==> src/rtl/tx_serializer_pkg.sv <==
// tx_ser_pkg: shared types and helpers for the transmit serializer.
//   tx_state_e  - frame FSM states (IDLE, START, DATA, PARITY, STOP)
//   frame_len() - clk cycles occupied by one complete frame on the line
package tx_ser_pkg;

    typedef enum logic [2:0] {
        IDLE   = 3'd0,
        START  = 3'd1,
        DATA   = 3'd2,
        PARITY = 3'd3,
        STOP   = 3'd4
    } tx_state_e;

    // start + data + optional parity + stop, each one bit time long
    function automatic int frame_len(input int data_w, input int clks_per_bit,
                                     input int parity_en);
        return (2 + data_w + parity_en) * clks_per_bit;
    endfunction

endpackage

==> src/rtl/tx_serializer_bit_timer.sv <==
// tx_bit_timer: counts clk cycles within one serial bit time.
//   clk, reset_n - clock, async active-low reset
//   restart      - hold the counter at 0 (used while the line is idle)
//   bit_end      - high in the last cycle of each bit time
module tx_bit_timer #(
    parameter int CLKS_PER_BIT = 4
) (
    input  logic clk,
    input  logic reset_n,
    input  logic restart,
    output logic bit_end
);

    localparam int CNT_W = (CLKS_PER_BIT > 1) ? $clog2(CLKS_PER_BIT) : 1;
    localparam logic [CNT_W-1:0] LAST = CNT_W'(CLKS_PER_BIT - 1);

    logic [CNT_W-1:0] cnt_q, cnt_d;

    assign bit_end = (cnt_q == LAST);

    // Wraps to 0 at the end of each bit, so consecutive bits (and
    // back-to-back frames) need no explicit restart.
    always_comb begin
        cnt_d = cnt_q + CNT_W'(1);
        if (restart || bit_end) cnt_d = '0;
    end

    always_ff @(posedge clk or negedge reset_n) begin
        if (!reset_n) cnt_q <= '0;
        else          cnt_q <= cnt_d;
    end

endmodule

==> src/rtl/tx_serializer.sv <==
// tx_serializer: shifts parallel bytes out as asynchronous serial frames
// (start 0, LSB-first data, optional even parity, stop 1). A one-entry
// holding register lets the next byte be loaded while a frame is shifting,
// giving gap-free back-to-back frames.
//   clk, reset_n - clock, async active-low reset
//   load_en, d   - byte-valid strobe and byte, accepted when ready=1
//   ready        - holding register empty
//   busy         - frame on the line
//   txd          - registered serial output, idle high
//   done         - one-cycle pulse in the last cycle of each stop bit
//   overrun      - one-cycle pulse after a load_en seen with ready=0
module tx_serializer
    import tx_ser_pkg::*;
#(
    parameter int DATA_W       = 8,
    parameter int CLKS_PER_BIT = 4,
    parameter int PARITY_EN    = 1
) (
    input  logic              clk,
    input  logic              reset_n,
    input  logic              load_en,
    input  logic [DATA_W-1:0] d,
    output logic              ready,
    output logic              busy,
    output logic              txd,
    output logic              done,
    output logic              overrun
);

    localparam int BCNT_W = (DATA_W > 1) ? $clog2(DATA_W) : 1;
    localparam logic [BCNT_W-1:0] BCNT_LAST = BCNT_W'(DATA_W - 1);

    tx_state_e         state_q, state_d;
    logic [DATA_W-1:0] shreg_q, shreg_d;
    logic [DATA_W-1:0] hold_q, hold_d;
    logic              hold_full_q, hold_full_d;
    logic [BCNT_W-1:0] bcnt_q, bcnt_d;
    logic              par_q, par_d;
    logic              txd_q, txd_d;
    logic              ovr_q, ovr_d;
    logic              done_c;
    logic              accept;
    logic              bit_end;

    // Timer is held at 0 while idle so a new frame's start bit is full length.
    tx_bit_timer #(
        .CLKS_PER_BIT(CLKS_PER_BIT)
    ) u_timer (
        .clk    (clk),
        .reset_n(reset_n),
        .restart(state_q == IDLE),
        .bit_end(bit_end)
    );

    assign accept = load_en && !hold_full_q;

    always_comb begin
        state_d     = state_q;
        shreg_d     = shreg_q;
        hold_d      = hold_q;
        hold_full_d = hold_full_q;
        bcnt_d      = bcnt_q;
        par_d       = par_q;
        done_c      = 1'b0;
        ovr_d       = load_en && hold_full_q;
        txd_d       = 1'b1;

        case (state_q)
            IDLE: begin
                if (hold_full_q) begin
                    state_d     = START;
                    shreg_d     = hold_q;
                    hold_full_d = 1'b0;
                end else if (accept) begin
                    state_d = START;
                    shreg_d = d;
                end
                bcnt_d = '0;
                par_d  = 1'b0;
            end
            START: begin
                if (bit_end) state_d = DATA;
            end
            DATA: begin
                if (bit_end) begin
                    // Parity accumulates the bits as they leave the line.
                    par_d   = par_q ^ shreg_q[0];
                    shreg_d = shreg_q >> 1;
                    if (bcnt_q == BCNT_LAST) begin
                        bcnt_d  = '0;
                        state_d = (PARITY_EN != 0) ? PARITY : STOP;
                    end else begin
                        bcnt_d = bcnt_q + BCNT_W'(1);
                    end
                end
            end
            PARITY: begin
                if (bit_end) state_d = STOP;
            end
            STOP: begin
                if (bit_end) begin
                    done_c = 1'b1;
                    if (hold_full_q) begin
                        // Drain straight into the next start bit, no idle gap.
                        state_d     = START;
                        shreg_d     = hold_q;
                        hold_full_d = 1'b0;
                        par_d       = 1'b0;
                    end else begin
                        state_d = IDLE;
                    end
                end
            end
            default: state_d = IDLE;
        endcase

        // Bytes arriving mid-frame park in the holding register. A byte on
        // the drain edge sees hold_full_q=1 and is dropped as an overrun.
        if (accept && state_q != IDLE) begin
            hold_d      = d;
            hold_full_d = 1'b1;
        end

        // txd is registered: derive it from the state being entered.
        case (state_d)
            START:   txd_d = 1'b0;
            DATA:    txd_d = shreg_d[0];
            PARITY:  txd_d = par_d;
            default: txd_d = 1'b1;
        endcase
    end

    always_ff @(posedge clk or negedge reset_n) begin
        if (!reset_n) begin
            state_q     <= IDLE;
            shreg_q     <= '0;
            hold_q      <= '0;
            hold_full_q <= 1'b0;
            bcnt_q      <= '0;
            par_q       <= 1'b0;
            txd_q       <= 1'b1;
            ovr_q       <= 1'b0;
        end else begin
            state_q     <= state_d;
            shreg_q     <= shreg_d;
            hold_q      <= hold_d;
            hold_full_q <= hold_full_d;
            bcnt_q      <= bcnt_d;
            par_q       <= par_d;
            txd_q       <= txd_d;
            ovr_q       <= ovr_d;
        end
    end

    assign ready   = !hold_full_q;
    assign busy    = (state_q != IDLE);
    assign txd     = txd_q;
    assign done    = done_c;
    assign overrun = ovr_q;

endmodule
==> config.mk <==
export PLATFORM = sky130hd
export DESIGN_NAME = tx_serializer
export DESIGN_NICKNAME = d
export VERILOG_FILES = /design/src/rtl/tx_serializer_pkg.sv /design/src/rtl/tx_serializer_bit_timer.sv /design/src/rtl/tx_serializer.sv
export SDC_FILE = /design/constraint.sdc
export NUM_CORES = 1
export LEC_CHECK = 0
export ABC_AREA = 0
export ABC_CLOCK_PERIOD_IN_PS = 1800
export CELL_PAD_IN_SITES_DETAIL_PLACEMENT = 2
export CELL_PAD_IN_SITES_GLOBAL_PLACEMENT = 2
export CORE_UTILIZATION = 30
export CTS_CLUSTER_SIZE = 30
export DETAILED_ROUTE_END_ITERATION = 10
export DONT_BUFFER_PORTS = 1
export PLACE_DENSITY_LB_ADDON = 0.12
export SETUP_SLACK_MARGIN = 0.3
export SYNTH_ARGS = -nofsm -noshare
export SYNTH_HDL_FRONTEND = slang
export SYNTH_SLANG_ARGS = --single-unit
export TNS_END_PERCENT = 30
==> constraint.sdc <==
create_clock -name clk -period 1.8 [get_ports clk]
set_input_delay 0.09 -clock clk [delete_from_list [all_inputs] [get_ports clk]]
set_output_delay 0.09 -clock clk [all_outputs]
set_load 0.005 [all_outputs]
== Yosys cells after proc, flatten, opt, wreduce, memory -nomap -nowiden ==
Cells that the tools add are included.

* Equal/unequal tests: 14
* Bitwise logic cells: 1
* Multiplexer cells: 29
* $add $sub $neg: 2
* Reductions and logical operators: 13

{| class="wikitable"
|+ Operator list
! operator !! count
|-
| two-way mux 8 bit || 5
|-
| two-way mux 3 bit || 9
|-
| one-hot mux 8 bit (3 select lines) || 1
|-
| one-hot mux 3 bit (5 select lines) || 1
|-
| equality test 3 x 2 -> 1 bit, second input constant || 4
|-
| nonzero test 3 bit || 3
|-
| two-way mux 1 bit || 8
|-
| equality test 3 x 1 -> 1 bit, second input constant || 2
|-
| equality test 3 bit, second input constant || 2
|-
| one-hot mux 1 bit (3 select lines) || 2
|-
| one-hot mux 3 bit (2 select lines) || 1
|-
| AND reduction 5 bit || 1
|-
| inequality test 2 x 1 -> 1 bit, second input constant || 2
|-
| AND reduction 2 bit || 2
|-
| adder 3 x 1 -> 3 bit, second input constant || 1
|-
| logical AND 1 bit || 3
|-
| zero test 3 bit || 1
|-
| inequality test 3 x 2 -> 1 bit, second input constant || 1
|-
| inequality test 3 bit, second input constant || 1
|-
| adder 2 x 1 -> 2 bit, second input constant || 1
|-
| equality test 2 bit, second input constant || 1
|-
| two-way mux 2 bit || 1
|-
| inequality test 2 bit, second input constant || 1
|-
| one-hot mux 1 bit (2 select lines) || 1
|-
| other kinds (4) || 4
|}

* Input port bits: 11
* Output and inout port bits: 5
* Register bits after elaboration: 28
* Word-level logic and storage cells: 69

== Logic depth before layout (Yosys ltp) ==
Gate-level depths: netlist of the first run.

* Word-level depth: 7
* Depth in mapped cells: 6
* Depth with buffers taken out: 6

== Cells and area by module ==
Synthesis of the first run repeated with hierarchy kept, for this count alone.

* Cell total of the unflattened synthesis: 136
* Area, all modules: 1442.6 um^2

{| class="wikitable"
|+ By module, submodules not included
! module !! area each (um^2) !! cells each !! seq. area each (um^2) !! times used
|-
| tx_serializer || 1357.6 || 131 || 651.9 || 1
|-
| tx_bit_timer || 85.1 || 5 || 50.0 || 1
|}

== Least setup slack after synthesis of the first run ==
Ideal clock, no wire load.

* Path type: register to register
* From: register u_timer.cnt_q[0]
* To: register shreg_q[2]
* Path buffers: 1
* Stages on the path, launching flop included: 7
* Clock period less this slack: 1.701 ns
* Path slack: 0.099 ns
* Required time: 1.674 ns
* Arrival: 1.575 ns
* Cells stage by stage: dfrtp_1 -> ha_1 -> nand2b_1 -> and3_1 -> clkbuf_1 -> a22o_1 -> a221o_1

* Longest elaborated chain between the ends: 3

{| class="wikitable"
|+ Ends and longest elaborated chain
! element !! line !! RTL
|-
| start: declaration || tx_serializer_bit_timer.sv:17 || <nowiki>logic [CNT_W-1:0] cnt_q, cnt_d;</nowiki>
|-
| start signal: assignment || tx_serializer_bit_timer.sv:30 || <nowiki>else cnt_q <= cnt_d;</nowiki>
|-
| equality test 2 bit * || tx_serializer_bit_timer.sv:19 || <nowiki>assign bit_end = (cnt_q == LAST);</nowiki>
|-
| inequality test 2 x 1 -> 1 bit (no source line) || - ||
|-
| AND reduction 5 bit (no source line) * || - ||
|-
| end signal: assignment || tx_serializer.sv:145 || <nowiki>shreg_q <= shreg_d;</nowiki>
|-
| end: declaration || tx_serializer.sv:34 || <nowiki>logic [DATA_W-1:0] shreg_q, shreg_d;</nowiki>
|}

Mark *: on every way between the ends. The rest lies on a longest branch, timed or not.
A chain may end at the register's enable or synchronous reset.

== Final worst setup path of the first run ==
* From: register state_q[2]
* To: register txd_q, in the netlist txd

* Longest elaborated chain between the ends: 5

{| class="wikitable"
|+ Ends and longest elaborated chain
! element !! line !! RTL
|-
| start: declaration || tx_serializer.sv:33 || <nowiki>tx_state_e state_q, state_d;</nowiki>
|-
| start signal: assignment || tx_serializer.sv:144 || <nowiki>state_q <= state_d;</nowiki>
|-
| two-way mux 3 bit (on tied branches) || tx_serializer.sv:89, tx_serializer.sv:74 ||
|-
| two-way mux 3 bit (on tied branches) || tx_serializer.sv:85, tx_serializer.sv:70 ||
|-
| one-hot mux 3 bit (5 select lines) || tx_serializer.sv:68 || <nowiki>case (state_q)</nowiki>
|-
| equality test 3 x 2 -> 1 bit / equality test 3 x 1 -> 1 bit (equally long branches) || tx_serializer.sv:125 || <nowiki>case (state_d)</nowiki>
|-
| one-hot mux 1 bit (3 select lines) * || tx_serializer.sv:125 ||
|-
| named net txd_d || tx_serializer.sv:39 || <nowiki>logic txd_q, txd_d;</nowiki>
|-
| end signal: assignment || tx_serializer.sv:150 || <nowiki>txd_q <= txd_d;</nowiki>
|-
| end: declaration || tx_serializer.sv:39 ||
|}

The timed path passes the listed nets; every way through them passes the cells marked *.

==> reports/qor.txt, run 1 <==
R2r endpoint = txd
Number of global-route vias before repair = 1278
Clock skew = 11.2 ps
Gr busiest metal = met2
Min-Delay Endpoint = shreg_q[7]
CTS Sinks = 28
XOR/XNOR share of the synthesized area = 0%
Seq cells post-synth = 28
Final hold vios = 0
Crit path DAT = 1860 ps
Hpwl dp = 2.43 mm
Clock Latency Late Sink = 280 ps
Tcrit/Tclk final = 90.5%
Die height = 69.6 um
DRT Pass-1 Iters = 3
CTS tree = done
Ports = 16
Slowest stage delay, CP = 500 ps
Yosys cell types = 41
Site Rows = 24
Pin count of the biggest net entering global routing = 29
Clock root buffer = clkbuf_8
Flop2flop setup slack = 170 ps
RSZ-0062 raised after global routing = yes
Die area = 4840 um2
Max_slew headroom = 74.8%
Initial antenna violation count = 0
Slew Viols, Final = 0
Largest family of logic cells by synthesized area = compound AO/OA/AOI/OAI gates
Slowest stage cell, crit path = dfrtp_2
Seq/Total Area, Yosys = 51.2%
Compound-Gate Fraction of Synth Area = 20.2%
Leak = 0.756 nW
Most frequent cells in the layout = 25 x dfrtp_1, 16 x buf_4, 10 x dlygate4sd3_1, 7 x nand2_1, 7 x a22o_1
Initial Util = 31.2%
Placed Cells = 176
Worst-Margin Slew = 378 ps
Run status = complete, no violations
Post-Syn Nets = 135
Post-Synth Adder-Cell Area = 2.74%
Die Wd = 69.6 um
GR Layer Usage met1 = 19.9%
Simple-gate area share of the yosys netlist = 14.1%
Total clock buffers created by CTS = 3
Diode count = 0
H-tree depth = 1
DR vias = 1057
CP endpoint kind = flip-flop
Post-Syn Instances = 121
Met3 Use GR = 3.05%
Tmin final = 1630 ps
Synth Cell Area = 1370 um2
Primary FF master, synth = dfrtp_1
Post-route ant nets = 0
Routability cong. = 0.715
Crit-path cells = nand3b_1 > or4_4 > a311oi_2 > mux2_4
DRC = 0
Area Growth Syn to Fin = 32.5%
Setup TNS Final = 0 ps
Port bufs = 0
Fraction of synthesized area in multiplexers = 8.13%
Core area = 4380 um2
Finished Layout Cells = 199
NumNets Final = 162
Tightest Hold Check Type = input pin to flip-flop
Maximum clock rate = 0.614 GHz
Maximum vdd drop = 0.000555 V
Hold path cells = 2
Async set or reset register ratio after synthesis = 100%
Req. time, crit path = 2030 ps
Total wire length = 3.68 mm
Crit path launch type = flip-flop
CTS Buffer Depth = 2
Total GRT Usage = 16.6%
Worst-path fanout max = 7
Initial detailed-routing violation count = 36
Power per Cell Area = 1570 nW/um2
Hold Startpoint = d[7]
Met2 Usage GRT = 31.5%
Max-cap violation count = 0
Most common cell after layout, fill and taps aside = dfrtp_1
DR vias/cell = 5.31
First-pass GRT wire length = 6.35 mm
Setup Viol. Count Final = 0
Reg clk slew, reported paths = 110 ps
Drt wl/cell = 18.5 um
Setup CP Type = flip-flop to flip-flop
Reg-to-reg startpoint = state_q[2]
Syn. warnings = 0
Avg Inst Size Synth = 11.3 um2
EDFF count, synth = 0
Overflow after GRT = 0
Layout cells sized above 1 = 34.0%
R2R cell count = 4
power by group:
part / switching, mW / internal [mW]
combinational: 0.518 / 0.674
sequential: 0.232 / 0.910
clock: 0.210 / 0.298
cell type report:
type	count	area [um2]
clock inverter	1	30.0
inverter	5	18.8
fill	462	2570
tap	52	65.1
sequential	28	704
clock buffer	3	41.3
timing repair buffer	29	272
multi-input combinational	81	684
flip-flops by register name, indices dropped and copies added (netlist names):
signal         flops
hold_q             8
overrun            1
u_timer.cnt_q      2
shreg_q            8
par_q              1
state_q            3
bcnt_q             3
txd                1
hold_full_q        1
Yosys cell counts, types with 2 or more instances:
master    instances  share of area [%]
a221o_1           6                4.4
ha_1              3                2.7
a22o_1            7                4.5
nor3_1            2               0.73
o21ai_0           5                1.8
nand2b_1          4                1.8
dfrtp_1          27                 49
and3_1            2               0.91
o31ai_1           2                1.1
inv_2             3               0.82
mux2_1            3                2.5
nand3b_1          3                1.6
buf_2             4                1.5
nand3_1           2               0.73
o211ai_1          2                1.1
o32a_1            2                1.5
and2_1            2               0.91
nand2_1           7                1.9
clkbuf_1          3               0.82
mux2_2            6                4.9
inv_1             2               0.55
nor2_1            5                1.4
logic make-up (layout without fill, tap and decap cells):
family                   count (synthesis)  count (layout)
flip-flops                              28              28
multiplexers                            10              10
AO/OA/AOI/OAI                           34              34
AND/OR/NAND/NOR                         34              34
buffers and inverters                   12              38
adder cells (fa/ha/maj)                  3               3
critical path: cells and delay by family (launching register included):
| family | cells | cell delay (ps) |
|---|---|---|
| AND/OR/NAND/NOR | 2 | 670 |
| multiplexers | 1 | 180 |
| flip-flops | 1 | 500 |
| AO/OA/AOI/OAI | 1 | 240 |
layer usage:
layer  vias to the layer above  share of wire [%]
li1                        504                  -
met4                         0               0.54
met1                       540                 44
met3                         2                1.5
met2                        11                 54
met5                         -                  0
worst max-delay path by stage:
stage / from / end / slack [ps] / cells after the start
floorplan: u_timer.cnt_q[0] / shreg_q[1] / 240 / 6
global placement: u_timer.cnt_q[0] / shreg_q[4] / 110 / 5
detailed placement: u_timer.cnt_q[0] / shreg_q[3] / 80 / 5
CTS: u_timer.cnt_q[0] / txd / 180 / 5
global route: u_timer.cnt_q[1] / txd / 90 / 5
finish: state_q[2] / txd / 170 / 4
stage by stage:
stage / cell area [um2] / hold slack [ps] / utilization (%) / total power [mW] / setup WS [ps]
CTS: 1800 / 28.9 / 41.1 / 2.85 / 180
floorplan: 1410 / -206 / - / 1.82 / 237
finish: 1820 / 36.1 / 41.4 / 2.84 / 171
global placement: 1520 / -205 / 34.6 / 2.09 / 113
detailed placement: 1520 / -205 / 34.6 / 2.13 / 78.5
global route: 1820 / 49.7 / 41.4 / 3.04 / 90.4
timing repair:
action | 4_1_cts | 5_1_grt
setup endpoints to repair | 10 | 16
pin swaps | 6 | 2
hold buffers | 11 | 0
buffers inserted | 7 | 1
gates resized for setup | 12 | 2
hold endpoints to repair | 44 | 0
Note: power is estimated with default switching activity, not from simulation.
==> inputs of run 2 (changes only) <==
--- a/config.mk
+++ b/config.mk
@@ -17,5 +17,6 @@
 export SETUP_SLACK_MARGIN = 0.3
 export SYNTH_ARGS = -nofsm -noshare
 export SYNTH_HDL_FRONTEND = slang
+export SYNTH_HIERARCHICAL = 1
 export SYNTH_SLANG_ARGS = --single-unit
 export TNS_END_PERCENT = 30
==> run 2 against run 1 <==
Against the previous run:
- hold slack got worse by 8.1 ps
- die area increased by 5.1%
- via count increased by 7.3%
- fmax decreased by 6.9%
- final cell count increased by 6.0%
- register-to-register slack got worse by 120 ps
- synthesized cell count increased by 12%
- largest power group unchanged
- sequential power decreased by 8%
- flip-flop and latch count unchanged
- largest cell class is now multi-input combinational cells
==> reports/qor.txt, run 2 <==
Run status = complete, no violations
Sequential Power Share = 35.5%
Yosys cell types = 46
CTS Buffer Depth = 2
R2R cell count = 6
Setup Viol. Count Final = 0
Seq cells post-synth = 28
Crit path DAT = 1970 ps
Post-Syn Instances = 136
Sw frac = 36.7%
Post-route ant nets = 0
CTS Sinks = 28
Power per Cell Area = 1590 nW/um2
Reg clk slew, reported paths = 100 ps
Seq/Total Area, Yosys = 48.7%
Hpwl dp = 2.73 mm
Flop2flop setup slack = 50 ps
Setup TNS Final = 0 ps
Clock Latency Late Sink = 280 ps
Total clock buffers created by CTS = 3
CP startpoint = u_timer/cnt_q[1]
Drt wl/cell = 19.9 um
Yosys top cell by area = dfrtp_1
Fillers = 468
Most common library cells after synthesis = 27 x dfrtp_1, 14 x nand2_1, 10 x mux2_1, 9 x inv_1
CP endpoint kind = flip-flop
NumNets Final = 174
Syn. warnings = 6
Final instance area = 1860 um2
Crit-path cells = ha_4 > and2_4 > o311a_1 > a222oi_1 > buf_4 > a2bb2oi_2
Slowest stage cell, crit path = dfrtp_1
Crit path to = txd
Die area = 5090 um2
DR vias/cell = 5.37
Initial detailed-routing violation count = 45
Synth Cell Area = 1440 um2
Crit path depth = 6
Placed Cells = 190
Comb power frac = 47.1%
Ports = 16
DP Area = 1560 um2
Max-cap violation count = 0
Reg-to-reg startpoint = u_timer/cnt_q[1]
Most frequent cells in the layout = 26 x dfrtp_1, 14 x nand2_1, 13 x buf_4, 10 x dlygate4sd3_1
Layout cells sized above 1 = 27.0%
Tightest Hold Check Type = input pin to flip-flop
Overflow after GRT = 0
Clock root buffer = clkbuf_8
Diode count = 0
Final hold vios = 0
H-tree depth = 1
Total GRT Usage = 18.2%
Worst-Margin Slew = 308 ps
Max_slew headroom = 79.4%
Slew Viols, Final = 0
Worst path bufs/invs = 1
Die Wd = 71.3 um
Clock skew = 2.76 ps
DR vias = 1134
Top cells by area, synth = dfrtp_1 47%, mux2_1 7.8%, a22oi_1 3.6%, nand2_1 3.6%, o221ai_1 3.6%
Largest registers = hold_q (8), shreg_q (8)
First-pass GRT wire length = 7.02 mm
Pin count of the biggest net entering global routing = 29
Pint = 1.88 mW
Number of global-route vias before repair = 1296
Primary FF master, synth = dfrtp_1
Async set or reset register ratio after synthesis = 100%
Crit path launch type = flip-flop
P_sw = 1.09 mW
Initial Util = 32.2%
Post-Syn Nets = 150
R2r endpoint = txd
Tcrit/Tclk final = 97.2%
DRT Pass-1 Iters = 4
Total wire length = 4.20 mm
Site Rows = 24
DRC = 0
Req. time, crit path = 2020 ps
CP top delay family = compound AO/OA/AOI/OAI gates
Slowest stage delay, CP = 420 ps
Initial antenna violation count = 0
Tmin final = 1750 ps
Maximum vdd drop = 0.000615 V
Port bufs = 0
Core area = 4470 um2
Leak = 0.794 nW
Tot Pwr = 2.97 mW
RSZ-0062 raised after global routing = yes
Routability cong. = 0.720
Top-count cell post-synth = dfrtp_1
Top cell type's share of synthesized area = 46.8%
Finished Layout Cells = 211
EDFF count, synth = 0
Avg Inst Size Synth = 10.6 um2
CTS tree = done
Setup CP Type = flip-flop to flip-flop
Worst-path fanout max = 4
Maximum clock rate = 0.572 GHz
Clock power share = 17.4%
Die height = 71.3 um
Area Growth Syn to Fin = 29.1%
Most common cell after layout, fill and taps aside = dfrtp_1
## run 2: worst min path at each step
stage,startpoint,to,cells after the start
2_1_floorplan,reset_n,bcnt_q[0],0
3_3_place_gp,reset_n,state_q[1],0
3_5_place_dp,reset_n,state_q[1],0
4_1_cts,d[7],shreg_q[7],2
5_1_grt,d[2],shreg_q[2],2
6_report,d[7],shreg_q[7],2
## run 2: cell families after synthesis
family	synth area share, %
flip-flops	48.7
buffers and inverters	5.55
adder cells (fa/ha/maj)	2.60
AO/OA/AOI/OAI	19.0
AND/OR/NAND/NOR	15.7
multiplexers	8.50
## run 2: power by group through the flow
stage	logic [mW]	clock network (mW)	registers, mW
after global placement	1.14	0	1.05
after floorplan	0.857	0	1.01
after CTS	1.39	0.537	1.05
after detailed placement	1.20	0	1.06
final	1.40	0.517	1.05
after global routing	1.54	0.550	1.08
## run 2: metal layers
metal | up-vias | part of all wire [%] | GRT usage, %
met1 | 584 | 42 | 21.6
met4 | 0 | 0.57 | 2.67
met3 | 4 | 2.4 | 3.23
met5 | - | 0 | 0
met2 | 14 | 55 | 34.6
li1 | 532 | - | -
## run 2: layout make-up
| cell class | instances | area (um2) | share of cell area [%] |
|---|---|---|---|
| Tap cell | 52 | 65.1 | 3.49 |
| Clock inverter | 1 | 30.0 | 1.61 |
| Multi-Input combinational cell | 89 | 731 | 39.2 |
| Timing Repair Buffer | 27 | 251 | 13.5 |
| Clock buffer | 3 | 41.3 | 2.22 |
| Inverter | 11 | 41.3 | 2.22 |
| Sequential cell | 28 | 703 | 37.7 |
## run 2: metrics by stage
stage / utilization, % / setup WS [ps] / hold WS (ps)
floorplan: - / 241 / -206
global placement: 34.9 / 68.2 / -205
detailed placement: 34.9 / 89.2 / -205
CTS: 41.2 / 91.4 / 20.2
global route: 41.6 / -46.0 / 46.6
finish: 41.6 / 50.7 / 28.0
## run 2: worst reg2reg max path, stage by stage (launching register included)
cell and delay (ps):
dfrtp_1 420, ha_4 190, and2_4 140, o311a_1 310, a222oi_1 310, buf_4 180
a2bb2oi_2 130
## run 2: timing repair
| action | CTS | global route |
|---|---|---|
| cloned | 0 | 0 |
| gates resized for setup | 13 | 5 |
| setup endpoints to repair | 21 | 20 |
| buffers inserted | 6 | 0 |
| hold buffers | 11 | 0 |
| pin swaps | 4 | 5 |
| endpoints found under the hold margin | 37 | 0 |
